`src/rtl/store_align.sv`:
```
// store_align: turns one byte-addressed store (SB/SH/SW) into one or two
// word-aligned DMEM write beats with per-byte enables and lane-shifted data.
// Stores that cross a word boundary are split (or rejected when
// ALLOW_MISALIGNED is 0). All outputs come from registered state.
module store_align #(
  parameter bit ALLOW_MISALIGNED = 1'b1
) (
  input  logic        clk,
  input  logic        rst_n,
  input  logic        req_valid,
  output logic        req_ready,
  input  logic [31:0] req_addr,
  input  logic [2:0]  req_funct3,
  input  logic [31:0] req_data,
  output logic        dmem_en,
  input  logic        dmem_ready,
  output logic [31:0] dmem_addr,
  output logic [3:0]  dmem_we,
  output logic [31:0] dmem_wdata,
  output logic        store_done,
  output logic        store_fault
);

  typedef enum logic [1:0] {
    IDLE  = 2'd0,
    BEAT0 = 2'd1,
    BEAT1 = 2'd2
  } state_t;

  state_t      state_q, state_d;
  logic [31:0] base_q, base_d;
  logic [7:0]  mask8_q, mask8_d;
  logic [63:0] data64_q, data64_d;
  logic        done_q, done_d;
  logic        fault_q, fault_d;

  // Decoded view of the incoming request (only meaningful while IDLE).
  logic [3:0]  req_size_mask;
  logic        req_illegal;
  logic [31:0] req_data_m;
  logic [7:0]  req_mask8;
  logic [63:0] req_data64;
  logic        req_misaligned;
  logic        req_fault;

  // Byte-enable pattern for a store size; illegal codes yield 0000.
  function automatic logic [3:0] size_mask_of(input logic [2:0] f3);
    logic [3:0] m;
    m = 4'b0000;
    case (f3)
      3'b000:  m = 4'b0001;
      3'b001:  m = 4'b0011;
      3'b010:  m = 4'b1111;
      default: m = 4'b0000;
    endcase
    return m;
  endfunction

  // Widen a 4-bit byte mask into a 32-bit bit mask.
  function automatic logic [31:0] byte_expand(input logic [3:0] m);
    return {{8{m[3]}}, {8{m[2]}}, {8{m[1]}}, {8{m[0]}}};
  endfunction

  // Decode the request: size, masked data, shifted lane mask and data, fault.
  always_comb begin
    req_size_mask  = size_mask_of(req_funct3);
    req_illegal    = (req_funct3 > 3'b010);
    req_data_m     = req_data & byte_expand(req_size_mask);
    req_mask8      = {4'b0000, req_size_mask} << req_addr[1:0];
    req_data64     = {32'h0, req_data_m} << {req_addr[1:0], 3'b000};
    req_misaligned = |req_mask8[7:4];
    req_fault      = req_illegal || (req_misaligned && !ALLOW_MISALIGNED);
  end

  // Next-state logic: accept in IDLE, advance beats on dmem_ready.
  always_comb begin
    state_d  = state_q;
    base_d   = base_q;
    mask8_d  = mask8_q;
    data64_d = data64_q;
    done_d   = 1'b0;
    fault_d  = 1'b0;
    case (state_q)
      IDLE: begin
        if (req_valid) begin
          if (req_fault) begin
            fault_d = 1'b1;
          end else begin
            state_d  = BEAT0;
            base_d   = {req_addr[31:2], 2'b00};
            mask8_d  = req_mask8;
            data64_d = req_data64;
          end
        end
      end
      BEAT0: begin
        if (dmem_ready) begin
          if (|mask8_q[7:4]) begin
            state_d = BEAT1;
          end else begin
            state_d = IDLE;
            done_d  = 1'b1;
          end
        end
      end
      BEAT1: begin
        if (dmem_ready) begin
          state_d = IDLE;
          done_d  = 1'b1;
        end
      end
      default: state_d = IDLE;
    endcase
  end

  // Output decode from registered state; IDLE drives all zeros.
  always_comb begin
    req_ready   = (state_q == IDLE);
    dmem_en     = 1'b0;
    dmem_addr   = 32'h0;
    dmem_we     = 4'b0000;
    dmem_wdata  = 32'h0;
    store_done  = done_q;
    store_fault = fault_q;
    case (state_q)
      BEAT0: begin
        dmem_en    = 1'b1;
        dmem_addr  = base_q;
        dmem_we    = mask8_q[3:0];
        dmem_wdata = data64_q[31:0];
      end
      BEAT1: begin
        dmem_en    = 1'b1;
        dmem_addr  = base_q + 32'd4;
        dmem_we    = mask8_q[7:4];
        dmem_wdata = data64_q[63:32];
      end
      default: ;
    endcase
  end

  // Control registers: state and completion/fault pulses, async reset.
  always_ff @(posedge clk or negedge rst_n) begin
    if (!rst_n) begin
      state_q <= IDLE;
      done_q  <= 1'b0;
      fault_q <= 1'b0;
    end else begin
      state_q <= state_d;
      done_q  <= done_d;
      fault_q <= fault_d;
    end
  end

  // Store payload registers; only observed outside IDLE, so no reset needed.
  always_ff @(posedge clk) begin
    base_q   <= base_d;
    mask8_q  <= mask8_d;
    data64_q <= data64_d;
  end

endmodule

```
`config.mk`:
```
export PLATFORM = sky130hd
export DESIGN_NAME = store_align
export DESIGN_NICKNAME = d
export VERILOG_FILES = /design/src/rtl/store_align.sv
export SDC_FILE = /design/constraint.sdc
export NUM_CORES = 1
export LEC_CHECK = 0
export ABC_CLOCK_PERIOD_IN_PS = 7000
export CAP_MARGIN = 20
export CORE_MARGIN = 5
export CORE_UTILIZATION = 40
export CTS_BUF_LIST = sky130_fd_sc_hd__clkbuf_8
export DETAILED_ROUTE_END_ITERATION = 10
export MAX_ROUTING_LAYER = met4
export PLACE_DENSITY = 0.68
export SLEW_MARGIN = 20
export SYNTH_ARGS = -nofsm -noshare
export SYNTH_HDL_FRONTEND = slang
export SYNTH_SLANG_ARGS = --single-unit
```
`constraint.sdc`:
```
create_clock -name clk -period 7 [get_ports clk]
set_input_delay 2.1 -clock clk [delete_from_list [all_inputs] [get_ports clk]]
set_output_delay 2.1 -clock clk [all_outputs]
set_load 0.005 [all_outputs]
```
==> flow_summary_export.csv <==
group,metric,value,unit
timing,slew_headroom,28.6,%
floorplan,ios,143,
timing,finalHoldViolCount,0,
drt,final_antenna_net_count,0,
synthesis,synth-main-ff-cell,"edfxtp_1",
final_layout,nNetsFinal,695,
placement,dpl-instance-area,6930,µm²
clock_tree,ctsHoldBuffers,0,
clock_tree,insertion_delay,380,ps
global_route,antenna_found_initial,0,
drt,drt-met1-wl,6.66,mm
clock_tree,post_cts_resized,0,
timing,finalCriticalPeriod,5480,ps
floorplan,core,13300,µm²
hold_path,hold_path_class,"reg2reg",
drt,via_per_inst,5.91,
timing,fmax,0.182,GHz
floorplan,die_x,127,µm
worst_setup_path,cp-start-kind,"flop",
synthesis,syn_avg_cell_area,10.8,µm²
power_and_ir_drop,p_int,1180,µW
synthesis,ys_seq_elements,97,
timing,rsz0062_at_grt,"false",
drt,drt_pass1_iterations,5,
synthesis,synth_edf_count,93,
clock_tree,cts.root.buffer_cell,"clkbuf_8",
synthesis,synth_warnings,0,
outcome,outcome,"complete, no violations",
run,cap_violations,0,
drt,top_layer,"met4",
power_and_ir_drop,p_sw,526,µW
timing,worstMarginPinSlew,1070,ps
final_layout,diodes,0,
timing,setup_viol,0,
clock_tree,clock_tree.buffer_depth,2,
power_and_ir_drop,combPwrFrac,35.2,%
timing,period_share,78.3,%
clock_tree,cts_buffers,9,
synthesis,ys_seq_area_share,53.1,%
worst_setup_path,path_cells,"inv_1 > ha_1 > and2_2 > a41oi_1 > a31oi_1 > clkdlybuf4s50_1",
drt,drt-total-wl,15.6,mm
placement,gp_congestion,0.941,
worst_setup_path,crit_path_end_kind,"primary output",
drt,wl_per_cell,19.5,µm
worst_setup_path,critical_path_arrival,3380,ps
floorplan,die_area,16100,µm²
drt,drt_iter0_markers,545,
floorplan,die_h,127,µm
final_layout,final_common_cell,"clkdlybuf4s50_1",
final_layout,final_layout_size_suffix_gt1_share,8.00,%
final_layout,fillers,1160,
power_and_ir_drop,power.density,240,nW/µm²
global_route,first_global_vias,4523,
worst_setup_path,path_class,"reg2out",
drt,via_count,4732,
power_and_ir_drop,leakage,0.00253,µW
power_and_ir_drop,seqPwrFrac,43.8,%
drt,route.met3.wl,1.07,mm
power_and_ir_drop,p_sw_share,30.8,%
clock_tree,cts_tree,"yes",
final_layout,multi_input_area,2340,µm²
drt,wl_met2,7.62,mm
global_route,grt_max_degree,72,
final_layout,mostFrequentLayoutCells,"clkdlybuf4s50_1, edfxtp_1, nand2_1, a22o_1, o21ai_0",
power_and_ir_drop,clockPowerShare,21.0,%
worst_setup_path,crit_family,"simple AND/OR/NAND/NOR gates",
drt,route.detailed.drc,0,
final_layout,regArea,2890,µm²
timing,drv_slew,0,
clock_tree,clock_sinks,97,
worst_setup_path,critPathRequiredTime,4900,ps
synthesis,synthCells,504,
worst_setup_path,max_stage_delay,940,ps
synthesis,async_reset_ff_share,4.12,%
global_route,grt_pass1_wl,23.9,mm
global_route,grt_overflow,0,
floorplan,start_util,41.0,%
timing,clock_skew,11.8,ps
clock_tree,cts.clk_slew.worst_paths,90,ps
power_and_ir_drop,ir_worst_vdd,0.101,mV
worst_setup_path,cp_max_fo,54,
placement,io_buffer_count,140,
placement,hpwl,11.2,mm
worst_setup_path,slowest_stage,"and2_2",
final_layout,fin_area,7110,µm²
worst_setup_path,cp_num_buf_inv,2,
clock_tree,h-tree-depth,3,
synthesis,synthesis.area,5450,µm²
final_layout,syn2layout_area_growth,30.4,%
clock_tree,cts_setup_buffers,0,
synthesis,ys_types,54,
timing,setup-tns-final,0,ps
floorplan,row_count,42,
global_route,grt_use_total,19.5,%
cell families after synthesis:
kind of cell             share of synthesized area, %
XOR/XNOR                                        0.161
buffers and inverters                            4.16
flip-flops                                       53.1
AO/OA/AOI/OAI                                    19.5
other                                          0.0688
AND/OR/NAND/NOR                                  18.6
adder cells (fa/ha/maj)                         0.918
multiplexers                                     3.51
area by class of cell:
class | instances | area share (%)
multi-input cells | 358 | 32.9
inverters | 9 | 0.475
flip-flops and latches | 97 | 40.7
clock inverters | 7 | 0.880
repair buffers | 145 | 20.2
clock buffers | 9 | 1.74
well taps | 176 | 3.10
through the flow:
stage	utilization (%)	worst slack, ps	hold slack, ps	power (µW)	instances
after floorplan	-	1830	494	1050	505
after global placement	52.1	2050	518	1350	785
after CTS	53.5	1510	549	1720	801
final	53.5	1520	561	1700	801
after detailed placement	52.1	1950	518	1360	785
after global routing	53.5	1260	590	1800	801
layer usage:
layer | vias up | global-route usage, %
li1 | 2191 | -
met1 | 2284 | 24.5
met2 | 230 | 32.0
met3 | 27 | 3.32
met4 | 0 | 6.31
met5 | - | -
cell usage after synthesis (4+ instances only):
cell type / n / area (µm²)
edfxtp_1: 93 / 2790
o211ai_1: 4 / 30.0
a31oi_1: 14 / 87.6
buf_2: 4 / 20.0
mux2_2: 9 / 101
nor4_1: 4 / 25.0
a31o_2: 10 / 87.6
o21ai_0: 34 / 170
nand4_1: 5 / 31.3
dfrtp_1: 4 / 100
and3_1: 23 / 144
nor2_1: 32 / 120
ha_1: 4 / 50.1
a21o_1: 5 / 37.5
a22o_1: 40 / 350
and2_1: 11 / 68.8
clkbuf_1: 27 / 101
o31ai_1: 10 / 75.1
mux2i_1: 9 / 90.1
inv_1: 9 / 33.8
or4_1: 5 / 37.5
a22oi_1: 9 / 67.6
nor3_1: 18 / 90.1
nand2_1: 48 / 180
buf_1: 4 / 15.0
a21oi_1: 11 / 55.1
nand3_1: 17 / 85.1
power by group through the flow:
| stage | combinational [µW] | clock (µW) | sequential [µW] |
|---|---|---|---|
| floorplan | 294 | 0 | 755 |
| global placement | 595 | 0 | 756 |
| detailed placement | 603 | 0 | 760 |
| CTS | 606 | 367 | 746 |
| global route | 651 | 394 | 753 |
| finish | 600 | 357 | 747 |
worst reg2reg max path: cells and delay by family, from the launching register on:
kind / cells / cell delay [ps]
simple gates: 1 / 850
fa+ha+maj: 1 / 250
flops: 1 / 410
buf+inv: 2 / 570
flip-flops by register name, summed over array words and instances, names as in the netlist:
register	cells
mask8_q	7
state_q	2
store_done	1
store_fault	1
data64_q	56
base_q	30
path summary, 6_finish.rpt:
kind | startpoint | endpoint | depth (start not counted) | slack [ps]
min in group asynchronous | rst_n | store_done | 1 | 1920
worst max-delay path | state_q[0] | dmem_addr[30] | 6 | 1520
worst max register to register | state_q[0] | data64_q[45] | 4 | 4590
max in group asynchronous | rst_n | store_fault | 1 | 4920
worst min-delay path | state_q[0] | state_q[0] | 1 | 560
worst min register to register | state_q[0] | state_q[0] | 1 | 560
No activity file was read; power rests on OpenSTA's default activity.
==> RTL change 1 (same settings) <==
The 3 states of `state_t` get a one-hot encoding in 3 bits.
--- a/src/rtl/store_align.sv
+++ b/src/rtl/store_align.sv
@@ -23,6 +23,6 @@
 
-  typedef enum logic [1:0] {
-    IDLE  = 2'd0,
-    BEAT0 = 2'd1,
-    BEAT1 = 2'd2
+  typedef enum logic [2:0] {
+    IDLE  = 3'b001,
+    BEAT0 = 3'b010,
+    BEAT1 = 3'b100
   } state_t;
Formal check against the unedited RTL: no difference found for any inputs over 4 cycles, from zero or initial values and one cycle with rst_n low; so few cycles prove little.
==> RTL change 1 against the original RTL <==
  * Setup slack improved by 0.47 ns
  * Cell area rose by 0.69%
  * Clock skew fell by 0.0039 ns
  * Via count rose by 1.5%
  * Non-clock buffer count rose by 2
  * Global-route usage rose by 0.15 points
  * Sequential cell count rose by 1
  * Synthesized area rose by 0.41%
  * Routed wire length rose by 0.65%
  * Register-to-register slack got worse by 0.40 ns
  * Critical endpoint is now dmem_addr[28]
  * Largest cell class unchanged
Power is not compared: it rests on default switching activity, and its combinational part moved more than twofold at a synthesized area within 25%.
==> RTL change 1: results (changes against the original RTL) <==
----------------------------------------------------
[Yosys]
  Synth Area in Compound Gates ... 0.200 (+0.00491)
  Commonest cells in the netlist ... 93 x edfxtp_1, 51 x nand2_1, 41 x o21ai_0, 36 x a22o_1, 28 x nor2_1
  Share of the yosys chip area belonging to registers ... 0.533 (+0.00262)
  Fraction of registers with async set or reset after synthesis ... 0.0510 (+0.00978)
  Multiplexer fraction of the synthesized cell area ... 0.0329 (-0.00220)
  Adder-cell share of the synthesized area ... 0.00229 (-0.00690)
  Mean instance size in the synthesized netlist ... 10.6 sq um (-1.7%)
  Top post-synthesis cells by area ... edfxtp_1 51%, a22o_1 5.8%, o21ai_0 3.7%, nand2_1 3.5%, and2_1 2.6%
  Number of different library cells in the post-synthesis netlist ... 56 (+3.7%)
  Synth Area in XOR/XNOR ... 0 (-0.00161)

[Clock network]
  Post_cts resized ... 0 (unchanged)
  CTS root buf ... clkbuf_8
  Clock-pin slew of the registers on the worst-case setup and hold paths ... 0.10 ns
  Buffers from clock root to sink, at most ... 2 (unchanged)
  Clock buffers created by TritonCTS ... 9 (unchanged)

[Critical path]
  Slowest stage cell on the critical path ... clkdlybuf4s50_1
  Signal arrival time at the worst endpoint ... 2.91 ns (-0.47 ns)
  Critical Path Fanout Max ... 11 (-80%)
  Max stage delay on crit path ... 0.53 ns (-0.41 ns)
  Cell family contributing the most delay on the critical path ... simple AND/OR/NAND/NOR gates

[Placed design]
  Placer congestion estimate ... 0.937 (-0.44%)
  Placed instance count ... 793 (+1.0%)
  Post-Place Cell Area ... 6960 sq um (+0.54%)
  Half-perimeter wire length of the detailed placement result ... 11200 um (-0.66%)

[Global route]
  Number of global-route vias before repair ... 4508 (-0.33%)
  Largest net degree at the start of global routing ... 64 (-11%)
  Wire length of the first global-routing pass ... 24400 um (+2.3%)
  Tot GR Track Use ... 0.196 (+0.00155)

[STA]
  Relative slew slack ... 0.353 (+0.0672)
  Clock skew ... 0.00790 ns (-0.00391 ns)

[Layout]
  Fin cells ... 809 (+1.0%)
  Share of cells above drive strength 1 ... 0.0727 (-0.00733)
  ANT cells ... 0 (unchanged)
  Final net count ... 700 (+0.72%)

[Hold path]
  Type of the worst min-delay path ... reg2reg

[Routing]
  Initial detailed-routing violation count ... 557 (+2.2%)
  Detailed-route via count ... 4804 (+1.5%)
  Average wire per cell in the routed design ... 19.5 um (-0.35%)

[Status]
  Status ... complete, no violations

----------------------------------------------------
RTL change 1: routing by layer:
metal,share of wire,GRT usage
met1,0.45,0.266
met2,0.46,0.302
met3,0.076,0.0447
met4,0.013,0.0473
met5,0,-
RTL change 1: area by class of cell:
type                            instances  area [sq um]
Timing Repair Buffer                  147          1470
Fill cell                            1194          6190
Clock buffer                            9           124
Multi-Input combinational cell        367          2340
Tap cell                              176           220
Sequential cell                        98          2920
Clock inverter                          7          68.8
Inverter                                5          20.0
RTL change 1: path summary, 6_finish.rpt:
path                       cells past startpoint                          to                   start  slack, ns
setup / recovery                               6               dmem_addr[28]     base_q[2]$_DFFE_PP_       1.99
hold / removal                                 1      state_q[2]$_DFFE_PN0P_  state_q[0]$_DFFE_PN1P_       0.56
setup reg to reg                               4  data64_q[50]$_SDFFCE_PN0P_  state_q[0]$_DFFE_PN1P_       4.19
hold reg to reg                                1      state_q[2]$_DFFE_PN0P_  state_q[0]$_DFFE_PN1P_       0.56
max in group asynchronous                      1      state_q[0]$_DFFE_PN1P_                   rst_n       4.79
min in group asynchronous                      1        store_done$_DFF_PN0_                   rst_n       1.94
RTL change 1: per-stage QoR:
step | setup slack, ns | total power [mW] | hold WS [ns]
after global placement | 1.99 | 0.853 | 0.531
after global routing | 1.85 | 1.26 | 0.574
final | 1.99 | 1.21 | 0.561
after floorplan | 2.20 | 0.771 | 0.493
after detailed placement | 1.86 | 0.857 | 0.543
after CTS | 2.01 | 1.22 | 0.564
RTL change 1: power by group:
group | total, mW | switching [mW] | leakage [nW] | internal (mW)
Combinational | 0.157 | 0.0799 | 1.44 | 0.0768
Clock | 0.365 | 0.228 | 0.0911 | 0.138
Sequential | 0.689 | 0.0161 | 0.910 | 0.672
==> RTL change 2 (config.mk and constraints unchanged) <==
Without the edit above. Set the parameter `ALLOW_MISALIGNED` to 1'b0 (it was 1'b1).
--- a/src/rtl/store_align.sv
+++ b/src/rtl/store_align.sv
@@ -5,3 +5,3 @@
 module store_align #(
-  parameter bit ALLOW_MISALIGNED = 1'b1
+  parameter bit ALLOW_MISALIGNED = 1'b0
 ) (
Function: changed (Yosys sat finds a counterexample within 4 cycles, from zero or initial values and one cycle with rst_n low).
==> RTL change 2 against the original RTL <==
  * Cell area shrank 1.9%
  * Routed wire length shrank 4.1%
  * Critical endpoint is now dmem_addr[12]
  * Synthesized area shrank 3.6%
  * Non-clock buffer count is the same
  * Setup slack lost 0.0022 ns
  * Count of clock-buffer cells in the layout is the same
  * Total power shrank 10%
  * Sequential cell count is the same
==> RTL change 2: results (changes against the original RTL) <==
----------------------------------------------------
[Global route]
  Number of global-route vias before repair ... 4364 (-3.5%)
  Met1 track demand over resource in global routing ... 0.245 (-0.000300)
  Tot GR Track Use ... 0.193 (-0.00167)
  Largest net degree at the start of global routing ... 81 (+13%)
  Wire length of the first global-routing pass ... 23500 um (-1.5%)
  Met3 routing resource usage after global routing ... 0.0334 (+0.000240)

[Routing]
  Detailed-route via count ... 4524 (-4.4%)
  Initial detailed-routing violation count ... 499 (-8.4%)
  Average wire per cell in the routed design ... 19.0 um (-2.5%)

[Yosys]
  Share of the yosys chip area belonging to registers ... 0.550 (+0.0196)
  Commonest cells in the netlist ... 93 x edfxtp_1, 52 x o21ai_0, 40 x nand2_1, 32 x nor2_1, 28 x a22o_1
  Number of different library cells in the post-synthesis netlist ... 46 (-15%)
  Top post-synthesis cells by area ... edfxtp_1 53%, o21ai_0 5.0%, a22o_1 4.7%, o31ai_1 3.0%, nand2_1 2.9%
  YS warnings ... 0 (unchanged)

[Critical path]
  Critical Path Fanout Max ... 33 (-39%)
  Reg2reg end ... data64_q[20]$_DFFE_PP_
  Max stage delay on crit path ... 0.64 ns (-0.30 ns)
  Critical path origin ... state_q[1]$_DFFE_PN0P_
  Signal arrival time at the worst endpoint ... 3.39 ns (about the same)
  Slowest stage cell on the critical path ... and2_1
  Register-to-register setup slack ... 4.32 ns (-0.27 ns)

[STA]
  Clock skew ... 0.0109 ns (-0.000894 ns)
  Worst slew pin tran ... 1.10 ns (+0.0309 ns)
  Final Worst Setup Slack ... 1.51 ns (-0.00218 ns)

[Layout]
  Share of cells above drive strength 1 ... 0.0552 (-0.0248)
  Final net count ... 686 (-1.3%)
  FF+latch area ... 2890 sq um (unchanged)
  Fill count ... 1076 (-7.2%)

[Hold path]
  Worst Hold Path Cells ... 2 (+1)
  Type of the worst min-delay path ... reg2reg

[Placed design]
  Post-Place Cell Area ... 6790 sq um (-2.0%)
  Worst-case setup slack after placement ... 1.73 ns (-0.217 ns)
  Placer congestion estimate ... 0.870 (-7.6%)
  Half-perimeter wire length of the detailed placement result ... 11100 um (-1.3%)

[Clock network]
  Latest clock arrival within the worst-skew pair ... 0.35 ns (-0.03 ns)

[Status]
  Status ... complete, no violations

[Pwr]
  Largest voltage drop on the vdd net ... 0.0916 mV (-9.4%)
  Leakage power ... 2.37 nW (-6.4%)

----------------------------------------------------
-- RTL change 2: cell types whose count changed after synthesis, moves of 5 or more --
cell / delta
o21ai_0: +18
a22o_1: -12
and2_1: +11
o31ai_1: +11
a31o_2: -10
a22oi_1: +9
and3_1: -9
nand2_1: -8
nor3_1: -7
or3_1: +7
nand3_1: -5
or4_1: -5
-- RTL change 2: cell families after synthesis --
group | after synthesis | synth area share
mux | 18 | 0.0364
buf+inv | 42 | 0.0331
compound gates | 158 | 0.201
other cells | 1 | 0.000713
simple gates | 163 | 0.164
flops | 97 | 0.550
fa+ha+maj | 4 | 0.00952
xor+xnor | 3 | 0.00500
-- RTL change 2: how the worst max path moves through the flow --
stage                                     end  cells after the start
CTS                             dmem_addr[12]                      7
finish                          dmem_addr[12]                      7
global route                     dmem_addr[5]                      7
floorplan                base_q[10]$_DFFE_PP_                      4
global placement    data64_q[7]$_SDFFCE_PP0P_                      6
detailed placement     data64_q[23]$_DFFE_PP_                      6
-- RTL change 2: layer usage --
layer,vias up,share of wire
li1,2121,-
met2,236,0.50
met4,0,0.012
met5,-,0
met3,18,0.071
met1,2149,0.42
-- RTL change 2: final cells by class --
| cell class | instances | area share |
|---|---|---|
| clock inverters | 7 | 0.00897 |
| repair buffers | 145 | 0.206 |
| multi-input cells | 348 | 0.316 |
| well taps | 172 | 0.0309 |
| clock buffers | 9 | 0.0178 |
| inverters | 10 | 0.00538 |
| flip-flops and latches | 97 | 0.415 |
-- RTL change 2: where the power goes --
group,internal [mW],switching [mW]
Combinational,0.235,0.223
Sequential,0.695,0.0285
Clock,0.162,0.186
Total,1.09,0.438
-- RTL change 2: stage by stage --
stage | total power, mW | cells | hold slack (ns)
finish | 1.53 | 788 | 0.559
CTS | 1.54 | 788 | 0.556
detailed placement | 1.20 | 772 | 0.528
global route | 1.60 | 788 | 0.620
floorplan | 0.943 | 487 | 0.500
global placement | 1.19 | 772 | 0.515
-- RTL change 2: worst max-delay path: cells and delay by family, from the launching register on --
family	cells	cell delay, ns
flops	1	0.39
compound gates	1	0.20
fa+ha+maj	1	0.54
buf+inv	3	1.10
simple gates	2	0.77
